[config.mk]
export PLATFORM = sky130hd
export DESIGN_NAME = imem_loader
export DESIGN_NICKNAME = d
export VERILOG_FILES = /design/src/rtl/imem_loader.sv
export SDC_FILE = /design/constraint.sdc
export NUM_CORES = 1
export LEC_CHECK = 0
export BUFFER_PORTS_ARGS = -buffer_cell sky130_fd_sc_hd__buf_2
export CORE_ASPECT_RATIO = 1.4
export CORE_UTILIZATION = 51
export CTS_CLUSTER_SIZE = 28
export DETAILED_ROUTE_END_ITERATION = 10
export PLACE_DENSITY = 0.7
export SETUP_SLACK_MARGIN = 0.1
export SLEW_MARGIN = 20
export SYNTH_ARGS = -nofsm -noshare
export SYNTH_HDL_FRONTEND = slang
export SYNTH_SLANG_ARGS = --single-unit
export TNS_END_PERCENT = 100
[constraint.sdc]
create_clock -name clk -period 2.09 [get_ports clk]
set_clock_uncertainty 0.05 [all_clocks]
set_input_delay 0.3135 -clock clk [delete_from_list [all_inputs] [get_ports clk]]
set_output_delay 0.3135 -clock clk [all_outputs]
set_load 0.05 [all_outputs]
[src/rtl/imem_loader.sv]
// Boot-time instruction memory loader: takes a length-prefixed, XOR-checksummed
// byte stream, writes 16-bit words from address 0 and releases the CPU once verified.
module imem_loader #(
  parameter int ADDR_W      = 8,
  parameter int RELEASE_CYC = 4
) (
  input  logic              clk,
  input  logic              rst,
  input  logic              in_valid,
  input  logic [7:0]        in_data,
  output logic              in_ready,
  input  logic              reload,
  output logic              imem_we,
  output logic [ADDR_W-1:0] imem_addr,
  output logic [15:0]       imem_wdata,
  output logic              cpu_rst,
  output logic              done,
  output logic              err,
  output logic [2:0]        dbg_state
);

  // Handshake: a byte transfers on a rising edge when in_valid && in_ready;
  // in_ready is registered, and in_valid low stalls the FSM with no state change.

  typedef enum logic [2:0] {
    S_LEN_LO  = 3'd0,
    S_LEN_HI  = 3'd1,
    S_DATA_LO = 3'd2,
    S_DATA_HI = 3'd3,
    S_CHECK   = 3'd4,
    S_HOLD    = 3'd5,
    S_DONE    = 3'd6,
    S_ERROR   = 3'd7
  } state_t;

  localparam int          CNT_W = (RELEASE_CYC < 2) ? 1 : $clog2(RELEASE_CYC + 1);
  localparam logic [16:0] CAP   = 17'(2 ** ADDR_W);

  state_t              state_q;
  logic                in_ready_q;
  logic                imem_we_q;
  logic [ADDR_W-1:0]   imem_addr_q;
  logic [15:0]         imem_wdata_q;
  logic                cpu_rst_q;
  logic                done_q;
  logic                err_q;
  logic [15:0]         len_q;
  logic [7:0]          lo_q;
  logic [7:0]          chk_q;
  logic [ADDR_W:0]     idx_q;
  logic [CNT_W-1:0]    cnt_q;

  logic                xfer;
  logic [15:0]         len_full;
  logic [ADDR_W:0]     idx_nxt;
  logic                idx_last;

  assign xfer     = in_valid && in_ready_q;
  assign len_full = {in_data, len_q[7:0]};
  assign idx_nxt  = idx_q + {{ADDR_W{1'b0}}, 1'b1};
  // Index is one bit wider than the address so a full 2^ADDR_W image ends without wrapping.
  assign idx_last = (16'(idx_nxt) == len_q);

  always_ff @(posedge clk) begin
    if (!rst) begin
      state_q      <= S_LEN_LO;
      in_ready_q   <= 1'b0;
      imem_we_q    <= 1'b0;
      imem_addr_q  <= '0;
      imem_wdata_q <= '0;
      cpu_rst_q    <= 1'b1;
      done_q       <= 1'b0;
      err_q        <= 1'b0;
      len_q        <= '0;
      lo_q         <= '0;
      chk_q        <= '0;
      idx_q        <= '0;
      cnt_q        <= '0;
    end else begin
      imem_we_q <= 1'b0;
      case (state_q)
        S_LEN_LO: begin
          in_ready_q <= 1'b1;
          if (xfer) begin
            len_q[7:0] <= in_data;
            chk_q      <= chk_q ^ in_data;
            state_q    <= S_LEN_HI;
          end
        end
        S_LEN_HI: begin
          if (xfer) begin
            len_q[15:8] <= in_data;
            chk_q       <= chk_q ^ in_data;
            if (len_full == 16'd0) begin
              state_q <= S_CHECK;
            end else if ({1'b0, len_full} > CAP) begin
              state_q    <= S_ERROR;
              err_q      <= 1'b1;
              in_ready_q <= 1'b0;
            end else begin
              state_q <= S_DATA_LO;
              idx_q   <= '0;
            end
          end
        end
        S_DATA_LO: begin
          if (xfer) begin
            lo_q    <= in_data;
            chk_q   <= chk_q ^ in_data;
            state_q <= S_DATA_HI;
          end
        end
        S_DATA_HI: begin
          if (xfer) begin
            imem_wdata_q <= {in_data, lo_q};
            imem_addr_q  <= idx_q[ADDR_W-1:0];
            imem_we_q    <= 1'b1;
            chk_q        <= chk_q ^ in_data;
            idx_q        <= idx_nxt;
            state_q      <= idx_last ? S_CHECK : S_DATA_LO;
          end
        end
        S_CHECK: begin
          if (xfer) begin
            in_ready_q <= 1'b0;
            if (in_data == chk_q) begin
              state_q <= S_HOLD;
              cnt_q   <= '0;
            end else begin
              state_q <= S_ERROR;
              err_q   <= 1'b1;
            end
          end
        end
        S_HOLD: begin
          if (cnt_q == CNT_W'(RELEASE_CYC)) begin
            state_q   <= S_DONE;
            cpu_rst_q <= 1'b0;
            done_q    <= 1'b1;
          end else begin
            cnt_q <= cnt_q + {{(CNT_W-1){1'b0}}, 1'b1};
          end
        end
        S_DONE, S_ERROR: begin
          if (reload) begin
            state_q    <= S_LEN_LO;
            in_ready_q <= 1'b1;
            cpu_rst_q  <= 1'b1;
            done_q     <= 1'b0;
            err_q      <= 1'b0;
            chk_q      <= '0;
          end
        end
        default: state_q <= S_LEN_LO;
      endcase
    end
  end

  assign in_ready   = in_ready_q;
  assign imem_we    = imem_we_q;
  assign imem_addr  = imem_addr_q;
  assign imem_wdata = imem_wdata_q;
  assign cpu_rst    = cpu_rst_q;
  assign done       = done_q;
  assign err        = err_q;
  assign dbg_state  = state_q;

endmodule

# After elaboration in Yosys (flattened, before gate mapping)
# Cells that the tools add are included.
[totals]
romBits = 0
out_inout_bits = 32
mem_bits_rw = 0
latchBits = 0
inputBits = 12
ff_bits = 76
memories = 0
[op_classes]
div_mod_pow = 0
reduce_logical = 23
n_lt_le_gt_ge = 1
muxes = 42
shifts = 0
n_bitwise = 1
multipliers = 0
n_eq_ne = 24
addsub = 2
[ops]
columns = ["operator", "n"]
rows = [
  ["$mux W3", 13],
  ["$mux W9", 4],
  ["$ne A2 B2 Y1 const B", 13],
  ["$pmux W3 S7", 1],
  ["$pmux W9 S2", 1],
  ["$eq A9 B16 Y1", 1],
  ["$gt A16 B9 Y1 const B", 1],
  ["$logic_not A16 Y1", 1],
  ["$mux W8", 2],
  ["$pmux W8 S2", 1],
  ["$eq A3 B3 Y1 const B", 5],
  ["$mux W1", 14],
  ["$reduce_and A7 Y1", 2],
  ["$reduce_and A2 Y1", 5],
  ["$add A9 B1 Y9 const B", 1],
  ["$eq A8 B8 Y1", 1],
  ["$reduce_bool A2 Y1", 4],
  ["$xor A8 B8 Y8", 1],
  ["$eq A3 B2 Y1 const B", 2],
  ["$pmux W3 S2", 1],
  ["$reduce_and A3 Y1", 2],
  ["$reduce_and A6 Y1", 1],
  ["$reduce_and A5 Y1", 1],
  ["$pmux W1 S2", 2],
  ["other kinds (13)", 13],
]

# Logic depth before layout (Yosys ltp)
[depth]
depth_word = 5
depth_mapped = 8

# Worst setup path after synthesis
# OpenSTA, ideal clock, no wires.
[synth_path]
path_kind = "reg2reg"
start = "register state_q[1], in the netlist dbg_state[1]"
end = "register state_q[1], in the netlist dbg_state[1]"
required_ns = 1.970
path_stages_with_launch = 8
synth_period_minus_slack_ns = 1.981
arrival_ns = 1.861
setup_ns = 0.070
slack_ns = 0.109
n_path_buf = 1
path_cell_list = "dfxtp_1 -> buf_6 -> inv_4 -> mux2_2 -> nor2_1 -> or4_1 -> o311ai_0 -> o2bb2ai_1"
[synth_via]
elab_chain_len = 4
elab_cells_between_ends = 18
cone_classes = "eq/ne: 14; mux: 1; reduce/logical: 3"
[synth_lines]
columns = ["element", "line", "source"]
rows = [
  ["start: declaration", "39", "state_t state_q;"],
  ["start signal: assignment", "120", "state_q <= idx_last ? S_CHECK : S_DATA_LO;"],
  ["$eq A3 B3 Y1", "81", "case (state_q)"],
  ["$reduce_or A2 Y1", "81", ""],
  ["$ne A2 B2 Y1 (no line)", "-", ""],
  ["$reduce_and A7 Y1 (no line)", "-", ""],
]
# Several ways; a longest one is shown, not always the timed one.
# A chain may end at the register's enable or synchronous reset.

# Worst setup path in the final report
[layout_path]
start = "register cnt_q[0]"
end = "register state_q[1], in the netlist dbg_state[1]"
[layout_via]
elab_chain_len = 3
[layout_lines]
columns = ["element", "line", "source"]
rows = [
  ["start: declaration", "51", "logic [CNT_W-1:0] cnt_q;"],
  ["start signal: assignment", "141", "cnt_q <= cnt_q + {{(CNT_W-1){1'b0}}, 1'b1};"],
  ["$eq A3 B3 Y1", "136", "if (cnt_q == CNT_W'(RELEASE_CYC)) begin"],
  ["$ne A2 B2 Y1 (no line)", "-", ""],
  ["$reduce_and A7 Y1 (no line)", "-", ""],
]
# No other way between the ends.

==> metrics.txt <==
sw power=1.36 mW; effective utilization at floorplan=0.532; number of buffers added for setup after CTS=0; height of the chip=103 µm; wire length after detailed routing=8.66 mm; cell-by-cell listing of the critical path=inv_1 > ha_1 > a21bo_2 > mux2_2 > nor2_1 > or4_1 > o311ai_0 > o2bb2ai_1; min Tclk post-route=1950 ps; number of failing setup endpoints in the final timing report=0; share of the synthesized area in the top cell type=0.407; width of the die=74.4 µm; remaining max-slew budget at the tightest pin=0.607; DIE AREA=7680 µm²; antenna violations before repair=0; clock buffer depth=2; part of the total power dissipated in the clock network=0.316; sequential-to-total area share from yosys stat=0.407; cell depth of the worst min-delay path=3; mean area per synthesized cell=8.38 µm²; Fmax achieved=514 MHz; DRC Markers=0; Worst setup startpoint=cnt_q[0]; commonest cells in the netlist=sky130_fd_sc_hd__nand2_1, sky130_fd_sc_hd__dfxtp_1, sky130_fd_sc_hd__a21boi_0; starting DRC count in detailed routing=178; Max stage delay cell, worst path=sky130_fd_sc_hd__dfxtp_1; cell accounting for the most synthesized area=sky130_fd_sc_hd__dfxtp_1; endpoint with the worst hold slack=imem_wdata[8]; measured slew at the worst slew-check pin=590 ps; DP HPWL=6.19 mm; IO Port Bufs=43; pwr dens=951 nW/µm²; fraction of final layout cells sized beyond drive strength 1=0.203; post-CTS clock slew at the launch and capture registers of the worst setup and hold paths=80 ps; worst reg2reg startpoint=cnt_q[0]; synthesized flop and latch total=76; total number of clock tree sinks=76; status=finished clean; Std-Cell Rows=36; critical path launch point type=flop; Setup Total Neg Slack=0 ps; critical register-to-register path endpoint=dbg_state[1]; global-route total usage across every layer=0.255; number of H-tree levels=3; global-route wire length before repair=14.7 mm; EDFF count, synth=0; end-of-flow core utilization=0.616; vias per cell=5.31; vias after detailed routing=3117; root buffer cell=sky130_fd_sc_hd__clkbuf_8; RSZ-0062 raised after global routing=true; most used flip-flop cell after synthesis=sky130_fd_sc_hd__dfxtp_1; maximum fanout count along the critical path=4; type of destination of the critical path=flop; number of buffers inserted by hold repair at cts=0; core footprint=7030 µm²; portion of total power attributed to sequential cells=0.403; Worst Hold Class=in2reg; detailed-routing iteration count for the pre-antenna-repair pass=4; pin count of the biggest net entering global routing=36; net count of the finished layout=502; synth top area cells=sky130_fd_sc_hd__dfxtp_1, sky130_fd_sc_hd__nand2_1, sky130_fd_sc_hd__a21boi_0, sky130_fd_sc_hd__mux2i_1, sky130_fd_sc_hd__a21oi_1; DR WL/cell=14.8 µm; Final period util=0.932; Arr. time, crit path=2150 ps; CTS tree=done; Inserted Clock Buffers=9; Slew Viols, Final=0; worst stage delay on the critical path=380 ps; remaining global-route overflow=0; Synth warnings=0; number of cells on the worst reg-to-reg path=8; latest clock arrival within the worst-skew pair=360 ps; class of the most critical setup path=reg2reg; crit path buf inv count=1; part of the total power dissipated in combinational logic=0.281; internal portion of total power=2.76 mW; largest delay contributor family on the critical path=compound AO/OA/AOI/OAI gates; count of unique library cells instantiated by Yosys=52; Area growth, synth to finish=15.8%; final hold violation count=0; Max IR drop VDD=0.550 mV; IO Count=44; Worst Setup Slack, final=143 ps; final weighted congestion of routability-driven global placement=0.874; Syn Std Cell Area=3740 µm²; vias in the first global route=3044; Register-to-Register Setup Slack=140 ps; switching part of the total power=0.330; count of cell instances traversed by the critical path=8; library cell with the highest instance count after synthesis=sky130_fd_sc_hd__nand2_1; number of nets with antenna violations after detailed routing=0; critical path required time=2290 ps; diodes inserted=0; Synth Instances=446; static leakage power=1.62 nW; worst slack after detailed placement=38.9 ps; Hold Crit Start=in_data[0]; max-capacitance violation count=0; Mapped Nets=461; share of flip-flops with an asynchronous set or reset after synthesis=0
==> kinds of logic (layout without fill, tap and decap cells) <==
logic type               after synthesis  after routing  share of synthesized area
flip-flops                            76             76                      0.407
AND/OR/NAND/NOR                      190            190                      0.258
buffers and inverters                 42             88                     0.0562
adder cells (fa/ha/maj)                3              3                     0.0100
XOR/XNOR                              22             22                     0.0536
multiplexers                          19             19                     0.0512
AO/OA/AOI/OAI                         94             94                      0.164
==> metrics by stage <==
stage / power, mW / hold WS, ps / std cells / area [µm²]
final: 4.11 / 218 / 587 / 4330
after global routing: 4.33 / 227 / 587 / 4330
after CTS: 4.11 / 211 / 587 / 4300
after detailed placement: 2.81 / 388 / 571 / 4060
after global placement: 2.80 / 384 / 571 / 4060
after floorplan: 2.54 / 381 / 446 / 3740
==> power groups by stage <==
| stage | clock network (mW) | registers (mW) | logic, mW |
|---|---|---|---|
| after floorplan | 0 | 1.81 | 0.739 |
| after CTS | 1.32 | 1.65 | 1.13 |
| final | 1.30 | 1.66 | 1.16 |
| after global placement | 0 | 1.68 | 1.11 |
| after detailed placement | 0 | 1.69 | 1.13 |
| after global routing | 1.38 | 1.67 | 1.28 |
==> area by class of cell <==
class | count | area, µm²
clock inverter | 4 | 70.1
fill | 622 | 2700
clock buffer | 12 | 165
tap | 95 | 119
timing repair buffer | 63 | 378
inverter | 9 | 36.3
multi-input combinational | 328 | 2040
sequential | 76 | 1520
==> layout by cell type (no fill, tap or decap), types with 9 or more instances in the layout <==
cell type and instances:
sky130_fd_sc_hd__buf_4 19, sky130_fd_sc_hd__nor2_1 16, sky130_fd_sc_hd__nand2_1 95, sky130_fd_sc_hd__xnor2_1 12, sky130_fd_sc_hd__xor2_1 9, sky130_fd_sc_hd__mux2i_1 18
sky130_fd_sc_hd__nand2b_1 12, sky130_fd_sc_hd__o21ai_0 13, sky130_fd_sc_hd__buf_2 43, sky130_fd_sc_hd__clkbuf_8 12, sky130_fd_sc_hd__a21oi_1 28, sky130_fd_sc_hd__dfxtp_1 75
sky130_fd_sc_hd__nor2b_1 16, sky130_fd_sc_hd__a21boi_0 30, sky130_fd_sc_hd__nand3_1 15
==> worst max-delay path by stage <==
stage / end / slack [ps]
2_1_floorplan: dbg_state[1] / 110
3_3_place_gp: dbg_state[1] / 100
3_5_place_dp: dbg_state[1] / 40
4_1_cts: dbg_state[2] / 130
5_1_grt: dbg_state[1] / 30
6_report: dbg_state[1] / 140
==> sequential cells by signal (all words and copies together) (netlist names), 3 cells and up <==
register    count
lo_q            8
chk_q           8
dbg_state       3
imem_addr       8
len_q          16
imem_wdata     16
cnt_q           3
idx_q           9
==> worst register-to-register path: stages (launching register included) <==
cell and delay [ps]:
sky130_fd_sc_hd__dfxtp_1 380, sky130_fd_sc_hd__inv_1 60, sky130_fd_sc_hd__ha_1 200, sky130_fd_sc_hd__a21bo_2 240, sky130_fd_sc_hd__mux2_2 260, sky130_fd_sc_hd__nor2_1 210
sky130_fd_sc_hd__or4_1 160, sky130_fd_sc_hd__o311ai_0 130, sky130_fd_sc_hd__o2bb2ai_1 150
==> routing by layer <==
layer / part of all wire / routed length, µm / GRT usage
met5: 0 / 0 / 0
met4: 0.038 / 328 / 0.147
met3: 0.039 / 335 / 0.0320
met2: 0.49 / 4250 / 0.423
met1: 0.43 / 3750 / 0.315
==> timing repair <==
action,in CTS,in global routing
pin swaps,0,1
gates resized for setup,1,7
gates cloned,0,0
endpoints found under the setup margin,2,9
Power figures use the tool's default switching activity.
